### src/rtl/alarm_pkg.sv
// alarm_pkg: shared types and constants for the alarm hub.
//   ch_state_e  per-channel FSM state
//   CH_*        channel index assignments (lower index = higher priority)
//   id_width()  width of an index into n channels (at least 1 bit)
package alarm_pkg;

  typedef enum logic [1:0] {
    ST_IDLE,
    ST_PEND,
    ST_ALARM,
    ST_ACKED
  } ch_state_e;

  localparam int unsigned CH_FIRE    = 0;
  localparam int unsigned CH_BURGLAR = 1;
  localparam int unsigned CH_RAIN    = 2;

  function automatic int unsigned id_width(input int unsigned n);
    return (n > 1) ? $clog2(n) : 1;
  endfunction

endpackage

### src/rtl/alarm_hub_if.sv
// alarm_hub_if: sensor-side inputs and display/actuator-side outputs of alarm_hub.
//   master: drives sensor/arm/ack, observes alarm/escalate/any_alarm/active_id/siren
//   slave : the hub itself
interface alarm_hub_if
  import alarm_pkg::*;
#(
  parameter int unsigned NUM_CH = 3,
  parameter int unsigned IDW    = id_width(NUM_CH)
);
  logic [NUM_CH-1:0] sensor;
  logic [NUM_CH-1:0] arm;
  logic [NUM_CH-1:0] ack;
  logic [NUM_CH-1:0] alarm;
  logic [NUM_CH-1:0] escalate;
  logic              any_alarm;
  logic [IDW-1:0]    active_id;
  logic              siren;

  modport master (
    output sensor, arm, ack,
    input  alarm, escalate, any_alarm, active_id, siren
  );

  modport slave (
    input  sensor, arm, ack,
    output alarm, escalate, any_alarm, active_id, siren
  );
endinterface

### src/rtl/alarm_channel.sv
// alarm_channel: one latching alarm channel.
//   clk, reset  : clock, synchronous active-high reset
//   sensor, arm : raw sensor level and channel enable
//   ack         : acknowledge, honoured only while the alarm is latched
//   alarm       : registered alarm latch
//   alarm_nxt   : value alarm takes at the next edge (lets the hub register
//                 the siren on the same edge the alarm rises)
//   escalate    : sticky "unacknowledged for ESCALATE cycles" flag
module alarm_channel
  import alarm_pkg::*;
#(
  parameter int unsigned DEBOUNCE = 4,
  parameter int unsigned ESCALATE = 16
) (
  input  logic clk,
  input  logic reset,
  input  logic sensor,
  input  logic arm,
  input  logic ack,
  output logic alarm,
  output logic alarm_nxt,
  output logic escalate
);

  localparam int unsigned DBW = $clog2(DEBOUNCE + 1);
  localparam int unsigned ESW = $clog2(ESCALATE + 1);
  localparam logic [DBW-1:0] DB_LAST = DBW'(DEBOUNCE - 1);
  localparam logic [ESW-1:0] ES_MAX  = ESW'(ESCALATE);
  localparam logic [ESW-1:0] ES_LAST = ESW'(ESCALATE - 1);

  ch_state_e      state_q, state_d;
  logic [DBW-1:0] cnt_q, cnt_d;
  logic [ESW-1:0] tmr_q, tmr_d;
  logic           esc_q, esc_d;
  logic           trig;

  assign trig = sensor & arm;

  always_comb begin
    state_d = state_q;
    cnt_d   = cnt_q;
    tmr_d   = tmr_q;
    esc_d   = esc_q;
    unique case (state_q)
      ST_IDLE: begin
        if (trig) begin
          if (DEBOUNCE == 1) begin
            state_d = ST_ALARM;
            tmr_d   = '0;
            esc_d   = 1'b0;
          end else begin
            state_d = ST_PEND;
            cnt_d   = DBW'(1);
          end
        end
      end
      ST_PEND: begin
        if (!trig) begin
          state_d = ST_IDLE;
          cnt_d   = '0;
        end else if (cnt_q >= DB_LAST) begin
          // this sample is the DEBOUNCE-th consecutive high one
          state_d = ST_ALARM;
          cnt_d   = '0;
          tmr_d   = '0;
          esc_d   = 1'b0;
        end else begin
          cnt_d = cnt_q + DBW'(1);
        end
      end
      ST_ALARM: begin
        if (ack) begin
          state_d = ST_ACKED;
          tmr_d   = '0;
          esc_d   = 1'b0;
        end else begin
          if (tmr_q != ES_MAX) tmr_d = tmr_q + ESW'(1);
          if (tmr_q >= ES_LAST) esc_d = 1'b1;
        end
      end
      ST_ACKED: begin
        if (!trig) state_d = ST_IDLE;
      end
      default: state_d = ST_IDLE;
    endcase
  end

  always_ff @(posedge clk) begin
    if (reset) begin
      state_q <= ST_IDLE;
      cnt_q   <= '0;
      tmr_q   <= '0;
      esc_q   <= 1'b0;
    end else begin
      state_q <= state_d;
      cnt_q   <= cnt_d;
      tmr_q   <= tmr_d;
      esc_q   <= esc_d;
    end
  end

  assign alarm     = (state_q == ST_ALARM);
  assign alarm_nxt = (state_d == ST_ALARM);
  assign escalate  = esc_q;

endmodule

### src/rtl/alarm_hub.sv
// alarm_hub: NUM_CH latching alarm channels, priority encoder and pulsed siren.
//   clk, reset : clock, synchronous active-high reset
//   bus        : alarm_hub_if.slave (sensor/arm/ack in; alarm/escalate/
//                any_alarm/active_id/siren out)
module alarm_hub
  import alarm_pkg::*;
#(
  parameter int unsigned NUM_CH     = 3,
  parameter int unsigned DEBOUNCE   = 4,
  parameter int unsigned ESCALATE   = 16,
  parameter int unsigned SIREN_HALF = 2
) (
  input  logic        clk,
  input  logic        reset,
  alarm_hub_if.slave  bus
);

  localparam int unsigned IDW = id_width(NUM_CH);
  localparam int unsigned SHW = $clog2(SIREN_HALF + 1);
  localparam logic [SHW-1:0] SH_MAX = SHW'(SIREN_HALF);

  logic [NUM_CH-1:0] alarm_vec;
  logic [NUM_CH-1:0] alarm_nxt;
  logic [NUM_CH-1:0] esc_vec;
  logic [IDW-1:0]    id;
  logic              any_nxt;
  logic [SHW-1:0]    ph_q, ph_d;
  logic              siren_q, siren_d;

  for (genvar g = 0; g < NUM_CH; g++) begin : g_ch
    alarm_channel #(
      .DEBOUNCE (DEBOUNCE),
      .ESCALATE (ESCALATE)
    ) u_ch (
      .clk       (clk),
      .reset     (reset),
      .sensor    (bus.sensor[g]),
      .arm       (bus.arm[g]),
      .ack       (bus.ack[g]),
      .alarm     (alarm_vec[g]),
      .alarm_nxt (alarm_nxt[g]),
      .escalate  (esc_vec[g])
    );
  end

  // Scan from highest index down so the lowest set channel is written last.
  always_comb begin
    id = '0;
    for (int unsigned i = 0; i < NUM_CH; i++) begin
      if (alarm_vec[NUM_CH-1-i]) id = IDW'(NUM_CH - 1 - i);
    end
  end

  // Siren follows the next-cycle alarm vector so it rises on the same edge
  // as the first alarm. ph_q==0 marks "no episode in progress".
  assign any_nxt = |alarm_nxt;

  always_comb begin
    ph_d    = ph_q;
    siren_d = siren_q;
    if (!any_nxt) begin
      ph_d    = '0;
      siren_d = 1'b0;
    end else if (ph_q == '0) begin
      ph_d    = SHW'(1);
      siren_d = 1'b1;
    end else if (ph_q >= SH_MAX) begin
      ph_d    = SHW'(1);
      siren_d = !siren_q;
    end else begin
      ph_d = ph_q + SHW'(1);
    end
  end

  always_ff @(posedge clk) begin
    if (reset) begin
      ph_q    <= '0;
      siren_q <= 1'b0;
    end else begin
      ph_q    <= ph_d;
      siren_q <= siren_d;
    end
  end

  assign bus.alarm     = alarm_vec;
  assign bus.escalate  = esc_vec;
  assign bus.any_alarm = |alarm_vec;
  assign bus.active_id = id;
  assign bus.siren     = siren_q;

endmodule

### src/flat_wrapper.sv
// flat-port wrapper written by rule: the top's interface ports become plain ports
module alarm_hub_flat import alarm_pkg::*;
#(
  parameter int unsigned NUM_CH     = 3,
  parameter int unsigned DEBOUNCE   = 4,
  parameter int unsigned ESCALATE   = 16,
  parameter int unsigned SIREN_HALF = 2
)
  (clk, reset, bus_sensor, bus_arm, bus_ack, bus_alarm, bus_escalate, bus_any_alarm, bus_active_id, bus_siren);
  alarm_hub_if #(.NUM_CH(NUM_CH)) bus_i ();
  input  logic clk;
  input  logic reset;
  input wire logic [$bits(bus_i.sensor)-1:0] bus_sensor;
  input wire logic [$bits(bus_i.arm)-1:0] bus_arm;
  input wire logic [$bits(bus_i.ack)-1:0] bus_ack;
  output wire logic [$bits(bus_i.alarm)-1:0] bus_alarm;
  output wire logic [$bits(bus_i.escalate)-1:0] bus_escalate;
  output wire logic [$bits(bus_i.any_alarm)-1:0] bus_any_alarm;
  output wire logic [$bits(bus_i.active_id)-1:0] bus_active_id;
  output wire logic [$bits(bus_i.siren)-1:0] bus_siren;
  assign bus_i.sensor = bus_sensor;
  assign bus_i.arm = bus_arm;
  assign bus_i.ack = bus_ack;
  assign bus_alarm = bus_i.alarm;
  assign bus_escalate = bus_i.escalate;
  assign bus_any_alarm = bus_i.any_alarm;
  assign bus_active_id = bus_i.active_id;
  assign bus_siren = bus_i.siren;
  alarm_hub #(.NUM_CH(NUM_CH), .DEBOUNCE(DEBOUNCE), .ESCALATE(ESCALATE), .SIREN_HALF(SIREN_HALF)) u_core (.clk(clk), .reset(reset), .bus(bus_i));
endmodule
### config.mk
export PLATFORM = sky130hd
export DESIGN_NAME = alarm_hub_flat
export DESIGN_NICKNAME = d
export VERILOG_FILES = /design/src/rtl/alarm_pkg.sv /design/src/rtl/alarm_hub_if.sv /design/src/rtl/alarm_channel.sv /design/src/rtl/alarm_hub.sv /design/src/flat_wrapper.sv
export SDC_FILE = /design/constraint.sdc
export NUM_CORES = 1
export LEC_CHECK = 0
export BUFFER_PORTS_ARGS = -buffer_cell sky130_fd_sc_hd__buf_2
export CAP_MARGIN = 0
export CORE_MARGIN = 2
export CORE_UTILIZATION = 35
export CTS_CLUSTER_DIAMETER = 50
export CTS_CLUSTER_SIZE = 30
export DETAILED_ROUTE_END_ITERATION = 8
export PLACE_DENSITY_LB_ADDON = 0.3
export SLEW_MARGIN = 20
export SYNTH_ARGS = -nofsm -noshare
export SYNTH_HDL_FRONTEND = slang
export SYNTH_SLANG_ARGS = --single-unit
### constraint.sdc
create_clock -name clk -period 5.8 [get_ports clk]
set_input_delay 0.87 -clock clk [delete_from_list [all_inputs] [get_ports clk]]
set_output_delay 0.87 -clock clk [all_outputs]
set_load 0.01 [all_outputs]
# After elaboration in Yosys (flattened, before gate mapping)
# Cells that the tools add are included.
dict set report totals {
  ff_bits 36
  in_bits 11
  out_inout_bits 10
  elab_cells 155
}
dict set report op_classes {
  n_addsub 7
  order_cmp 7
  eq_ne 30
  n_mux 67
  bitwise 4
  reduce_logical 25
}
# op count
set op_table {}
lappend op_table {{$mux W5} 12}
lappend op_table {{$mux W2} 18}
lappend op_table {{$pmux W5 S2} 3}
lappend op_table {{$mux W3} 9}
lappend op_table {{$pmux W2 S4} 3}
lappend op_table {{$reduce_and A4 Y1} 6}
lappend op_table {{$eq A2 B2 Y1 const B} 9}
lappend op_table {{$ne A2 B2 Y1 const B} 9}
lappend op_table {{$ne A3 B2 Y1 const B} 6}
lappend op_table {{$pmux W3 S2} 3}
lappend op_table {{$mux W1} 16}
lappend op_table {{$add A5 B1 Y5 const B} 3}
lappend op_table {{$ge A5 B4 Y1 const B} 3}
lappend op_table {{$ne A5 B5 Y1 const B} 3}
lappend op_table {{$reduce_bool A2 Y1} 7}
lappend op_table {{$add A3 B1 Y3 const B} 3}
lappend op_table {{$ge A3 B2 Y1 const B} 3}
lappend op_table {{$logic_not A2 Y1} 4}
lappend op_table {{$eq A2 B1 Y1 const B} 3}
lappend op_table {{$pmux W1 S2} 3}
lappend op_table {{$reduce_and A2 Y1} 3}
lappend op_table {{$reduce_or A3 Y1} 2}
lappend op_table {{$reduce_or A4 Y1} 1}
lappend op_table {{$and A1 B1 Y1} 3}
lappend op_table {{5 further kinds} 5}

# Longest topological paths before layout
dict set report depth {
  depth_word 8
  mapped_depth 7
  depth_no_buf 7
}

# By module
# A second synthesis with hierarchy kept.
dict set report unflattened {
  cells_unflattened 238
  hier_area_um2 2114.5
}
# mod instances cells_each area_each_um2 seq_area_each_um2
set by_module_without_submodules {}
lappend by_module_without_submodules {{alarm_channel (u_core.g_ch[1].u_ch ...)} 2 73 646.9 220.2}
lappend by_module_without_submodules {{alarm_channel (u_core.g_ch[0].u_ch)} 1 74 643.1 220.2}
lappend by_module_without_submodules {alarm_hub 1 18 177.7 60.1}

# Least setup slack after synthesis
# Ideal clock, no wire load.
dict set report synth_timing {
  path_kind {input-to-reg}
  startpoint {in bus_sensor[1]}
  endpoint {reg u_core.g_ch[1].u_ch.tmr_q[3]}
  setup_time_ns 0.070
  t_arrival_ns 2.038
  required_ns 5.730
  slack_ns 3.692
  stages 5
  path_buffers 0
  path_cell_list {nand2_1 > a221oi_4 > o41ai_2 > or4_1 > a21oi_1}
}
dict set report synth_via {
  elab_chain_cells 3
}
# item line_no
set synth_lines {}
lappend synth_lines {{from (decl)} flat_wrapper.sv:13} ;# input wire logic [$bits(bus_i.sensor)-1:0] bus_sensor;
lappend synth_lines {{$and A1 B1 Y1} alarm_channel.sv:37} ;# assign trig = sensor & arm;
lappend synth_lines {{$ne A2 B2 Y1 (no source line)} n/a}
lappend synth_lines {{$reduce_and A4 Y1 (no source line)} n/a}
lappend synth_lines {{to (signal assigned)} alarm_channel.sv:97} ;# tmr_q <= tmr_d;
lappend synth_lines {{to (decl)} alarm_channel.sv:33} ;# logic [ESW-1:0] tmr_q, tmr_d;
# Every way passes these cells.
# A chain may end at the register's enable or synchronous reset.

# Worst setup path in the final report
dict set report layout_timing {
  startpoint {reg u_core.g_ch[2].u_ch.state_q[0]}
  endpoint {out bus_any_alarm}
}
dict set report layout_via {
  elab_chain_cells 2
}
# item line_no
set layout_lines {}
lappend layout_lines {{from (decl)} alarm_channel.sv:31} ;# ch_state_e state_q, state_d;
lappend layout_lines {{from (signal assigned)} alarm_channel.sv:95} ;# state_q <= state_d;
lappend layout_lines {{$eq A2 B2 Y1} alarm_channel.sv:102} ;# assign alarm = (state_q == ST_ALARM);
lappend layout_lines {{$reduce_or A3 Y1} alarm_hub.sv:87} ;# assign bus.any_alarm = |alarm_vec;
lappend layout_lines {{to (decl)} flat_wrapper.sv:18} ;# output wire logic [$bits(bus_i.any_alarm)-1:0] bus_any_alarm;
# Every way passes these cells.

==> results.py <==
metrics = {
    "finish": {
        "fillers": 707,
        "final_nets": 356,
        "instances_no_fill": 395,
        "fraction_of_layout_cells_with_a_size_suffix_above_1_pct": 11.75,
        "finish.instance_area_sq_um": 2670,
        "regArea_sq_um": 720.7,
        "area_occupied_by_multi_input_gates_sq_um": 1499,
        "final_standard_cell_utilization_of_the_core_pct": 39.52,
        "synthesis_to_layout_area_growth_pct": 9.605,
        "antenna-diode-count": 0,
    },
    "routing": {
        "postRouteAntennaNets": 0,
        "post_drt_wl_per_cell_microns": 11.75,
        "detailedRoute.firstIterationViolations": 101,
        "wirelength_mm": 4.642,
        "vias_per_cell": 5.063,
        "vias": 2000,
        "drtPass1Iterations": 4,
        "route.detailed.drc": 0,
    },
    "timing": {
        "maximum_clock_frequency_ghz": 0.4062,
        "slew-limit-headroom_pct": 52.79,
        "final_clock_skew_ns": 0.002245,
        "finalWorstSetupSlack_ns": 3.338,
        "totalNegativeSetupSlack_ns": 0,
        "period_share_pct": 42.44,
        "grt_setup_unrepaired": "no",
        "final-max-slew-violation-count": 0,
        "finalSetupViolations": 0,
        "worst_margin_slew_ns": 0.7005,
        "finalHoldViolations": 0,
        "min_period_ns": 2.462,
        "worst_hold_slack_ns": 0.4780,
    },
    "logic_synthesis": {
        "synth_enable_flop_cells": 0,
        "post_synth_main_area_contributors": "sky130_fd_sc_hd__dfxtp_1 30%, sky130_fd_sc_hd__ha_1 16%, sky130_fd_sc_hd__nor2_1 5.9%",
        "netlist_instances": 300,
        "synth_async_sr_flop_share_pct": 0,
        "yosysTopAreaCellShare_pct": 29.58,
        "synth.avg_cell_area_sq_um": 8.120,
        "seq_area_frac_synth_pct": 29.58,
        "yosys.cell_types.count": 46,
        "synth_largest_area_cell": "sky130_fd_sc_hd__dfxtp_1",
        "synth-main-ff-cell": "sky130_fd_sc_hd__dfxtp_1",
        "synthesis.area_sq_um": 2436,
        "ys_seq_elements": 36,
        "synth.yosys.warnings": 0,
        "synth_nets": 342,
    },
    "clock_tree": {
        "cts_tree": "done",
        "post_cts.repair.setup_buffers": 0,
        "cts-root-to-sink-buffers": 2,
        "cts_num_sinks": 36,
        "cts-hold-fix-buffers": 0,
        "clk_latency_ns": 0.28,
        "cts_inserted_buffers": 5,
        "postCtsResizedCells": 0,
        "clk_pin_slew_ns": 0.07,
        "htreeDepth": 2,
        "cts.root.buffer_cell": "sky130_fd_sc_hd__clkbuf_8",
    },
    "floorplanning": {
        "core_sq_um": 6756,
        "number_of_top_level_pins": 21,
        "dieArea_sq_um": 7644,
        "floorplan.initialDensity_pct": 36.06,
        "std_cell_rows": 30,
        "die-height_microns": 87.43,
        "fp.dieW_microns": 87.43,
    },
    "setup_path": {
        "critPathLaunchType": "register",
        "crit_path_end_kind": "primary output",
        "critical_path_arrival_ns": 1.59,
        "critical_path_class": "reg2out",
        "critical_path_peak_fanout": 7,
        "timing.critical_path.required_ns": 4.93,
    },
    "power": {
        "power_density_normalized_to_cell_area_nw_per_um2": 296.2,
        "fin_total_pwr_uw": 790.8,
        "static-leakage-power_nw": 1.065,
        "ir_worst_vdd_uv": 159.0,
    },
    "placement": {
        "post_dp_hpwl_mm": 3.403,
        "dpl-instance-area_sq_um": 2544,
        "place.port_buffers": 20,
        "pre_cts_ws_ns": 3.416,
        "place.detailed.instances": 387,
        "gp_congestion": 0.8292,
    },
    "grt": {
        "total_track_usage_pct": 13.33,
        "grt_max_degree": 37,
        "first_global_vias": 1867,
        "globalRouteOverflowTotal": 0,
        "global_route_wire_length_before_repair_mm": 8.238,
        "grt_antenna_before_repair": 0,
    },
    "status": {
        "run_status": "complete, no violations",
    },
    "hold_path": {
        "timing.hold.worst.class": "reg2reg",
    },
    "run": {
        "cap_viol_max_count": 0,
    },
}
-- logic make-up after synthesis --
family / Yosys count / share of synthesized area, %
muxes: 3 / 1.284
AOI/OAI and AO/OA: 75 / 21.73
adders and majority gates: 31 / 15.92
buffers and inverters: 46 / 8.885
and+or+nand+nor: 109 / 22.60
DFF: 36 / 29.58
-- cells in the mapped netlist (3+ instances only) --
cell / instances
sky130_fd_sc_hd__a21oi_1: 26
sky130_fd_sc_hd__nand2b_1: 4
sky130_fd_sc_hd__inv_1: 33
sky130_fd_sc_hd__o21ai_0: 15
sky130_fd_sc_hd__and2_1: 4
sky130_fd_sc_hd__buf_4: 6
sky130_fd_sc_hd__dfxtp_1: 36
sky130_fd_sc_hd__nor2b_1: 6
sky130_fd_sc_hd__nand2_1: 21
sky130_fd_sc_hd__a22oi_1: 4
sky130_fd_sc_hd__nand3_1: 10
sky130_fd_sc_hd__nor2_1: 38
sky130_fd_sc_hd__ha_1: 31
sky130_fd_sc_hd__nor3_1: 4
sky130_fd_sc_hd__or3_1: 5
sky130_fd_sc_hd__clkbuf_1: 3
sky130_fd_sc_hd__o22ai_1: 3
sky130_fd_sc_hd__a2bb2oi_1: 3
sky130_fd_sc_hd__a211oi_1: 4
sky130_fd_sc_hd__or4_1: 5
sky130_fd_sc_hd__and3_1: 4
-- path summary, 6_finish.rpt --
| check | startpoint | to | slack (ns) | depth (start not counted) |
|---|---|---|---|---|
| setup / recovery | u_core.g_ch[2].u_ch.state_q[0] | bus_any_alarm | 3.34 | 4 |
| hold / removal | u_core.g_ch[1].u_ch.cnt_q[1] | u_core.g_ch[1].u_ch.cnt_q[1] | 0.48 | 2 |
| setup reg to reg | u_core.g_ch[0].u_ch.state_q[1] | u_core.g_ch[0].u_ch.tmr_q[3] | 3.48 | 7 |
| hold reg to reg | u_core.g_ch[1].u_ch.cnt_q[1] | u_core.g_ch[1].u_ch.cnt_q[1] | 0.48 | 2 |
-- placed cells by master, fill, tap and decap left out, types with 2 or more instances in the layout --
cell,Yosys,layout
sky130_fd_sc_hd__o21ai_0,15,15
sky130_fd_sc_hd__o311a_1,2,2
sky130_fd_sc_hd__a31oi_1,2,2
sky130_fd_sc_hd__nand3_1,10,10
sky130_fd_sc_hd__a211oi_1,4,4
sky130_fd_sc_hd__o41ai_2,2,2
sky130_fd_sc_hd__mux2i_1,2,2
sky130_fd_sc_hd__nand2b_1,4,4
sky130_fd_sc_hd__nand4_1,2,2
sky130_fd_sc_hd__a2bb2oi_1,3,3
sky130_fd_sc_hd__a22oi_1,4,4
sky130_fd_sc_hd__o22ai_1,3,3
sky130_fd_sc_hd__clkbuf_8,2,7
sky130_fd_sc_hd__a21boi_0,2,2
sky130_fd_sc_hd__nor3_1,4,4
sky130_fd_sc_hd__a221oi_4,2,2
sky130_fd_sc_hd__o2bb2ai_1,2,2
sky130_fd_sc_hd__buf_2,0,20
sky130_fd_sc_hd__ha_1,31,31
sky130_fd_sc_hd__or3_1,5,5
sky130_fd_sc_hd__and3_1,4,4
sky130_fd_sc_hd__nor2b_1,6,6
sky130_fd_sc_hd__nor2_1,38,38
sky130_fd_sc_hd__inv_1,33,33
sky130_fd_sc_hd__nand2_1,21,21
sky130_fd_sc_hd__and2_1,4,4
sky130_fd_sc_hd__a21oi_1,26,26
sky130_fd_sc_hd__or4_1,5,5
sky130_fd_sc_hd__dfxtp_1,36,36
sky130_fd_sc_hd__nor3b_4,2,2
-- critical path: stages (launching register included) --
cell,delay (ns)
sky130_fd_sc_hd__dfxtp_1,0.39
sky130_fd_sc_hd__inv_1,0.10
sky130_fd_sc_hd__ha_1,0.29
sky130_fd_sc_hd__or3_1,0.38
sky130_fd_sc_hd__buf_2,0.14
-- routing by layer --
layer | wire (microns) | global-route usage, % | share of wire [%]
met5 | 0 | 0 | 0
met4 | 60 | 4.615 | 1.3
met2 | 2128 | 21.21 | 46
met3 | 129 | 3.223 | 2.8
met1 | 2323 | 17.56 | 50
-- flip-flops by register name, indices dropped and copies added, names as in the netlist --
register and count:
u_core.bus.siren 1, u_core.g_ch.u_ch.cnt_q 9, u_core.g_ch.u_ch.escalate 3, u_core.g_ch.u_ch.state_q 6
u_core.g_ch.u_ch.tmr_q 15, u_core.ph_q 2
-- report_power, final --
part / internal [mW] / switching, mW
Combinational: 0.107 / 0.150
Sequential: 0.271 / 0.0218
Clock: 0.152 / 0.0901
Total: 0.529 / 0.261
-- layout make-up --
class	count	share of cell area (%)
timing repair buffer	20	3.749
tap	80	3.749
clock inverter	1	1.125
multi-input combinational	218	56.14
sequential	36	26.99
clock buffer	7	3.608
inverter	33	4.639
Power figures use the tool's default switching activity.
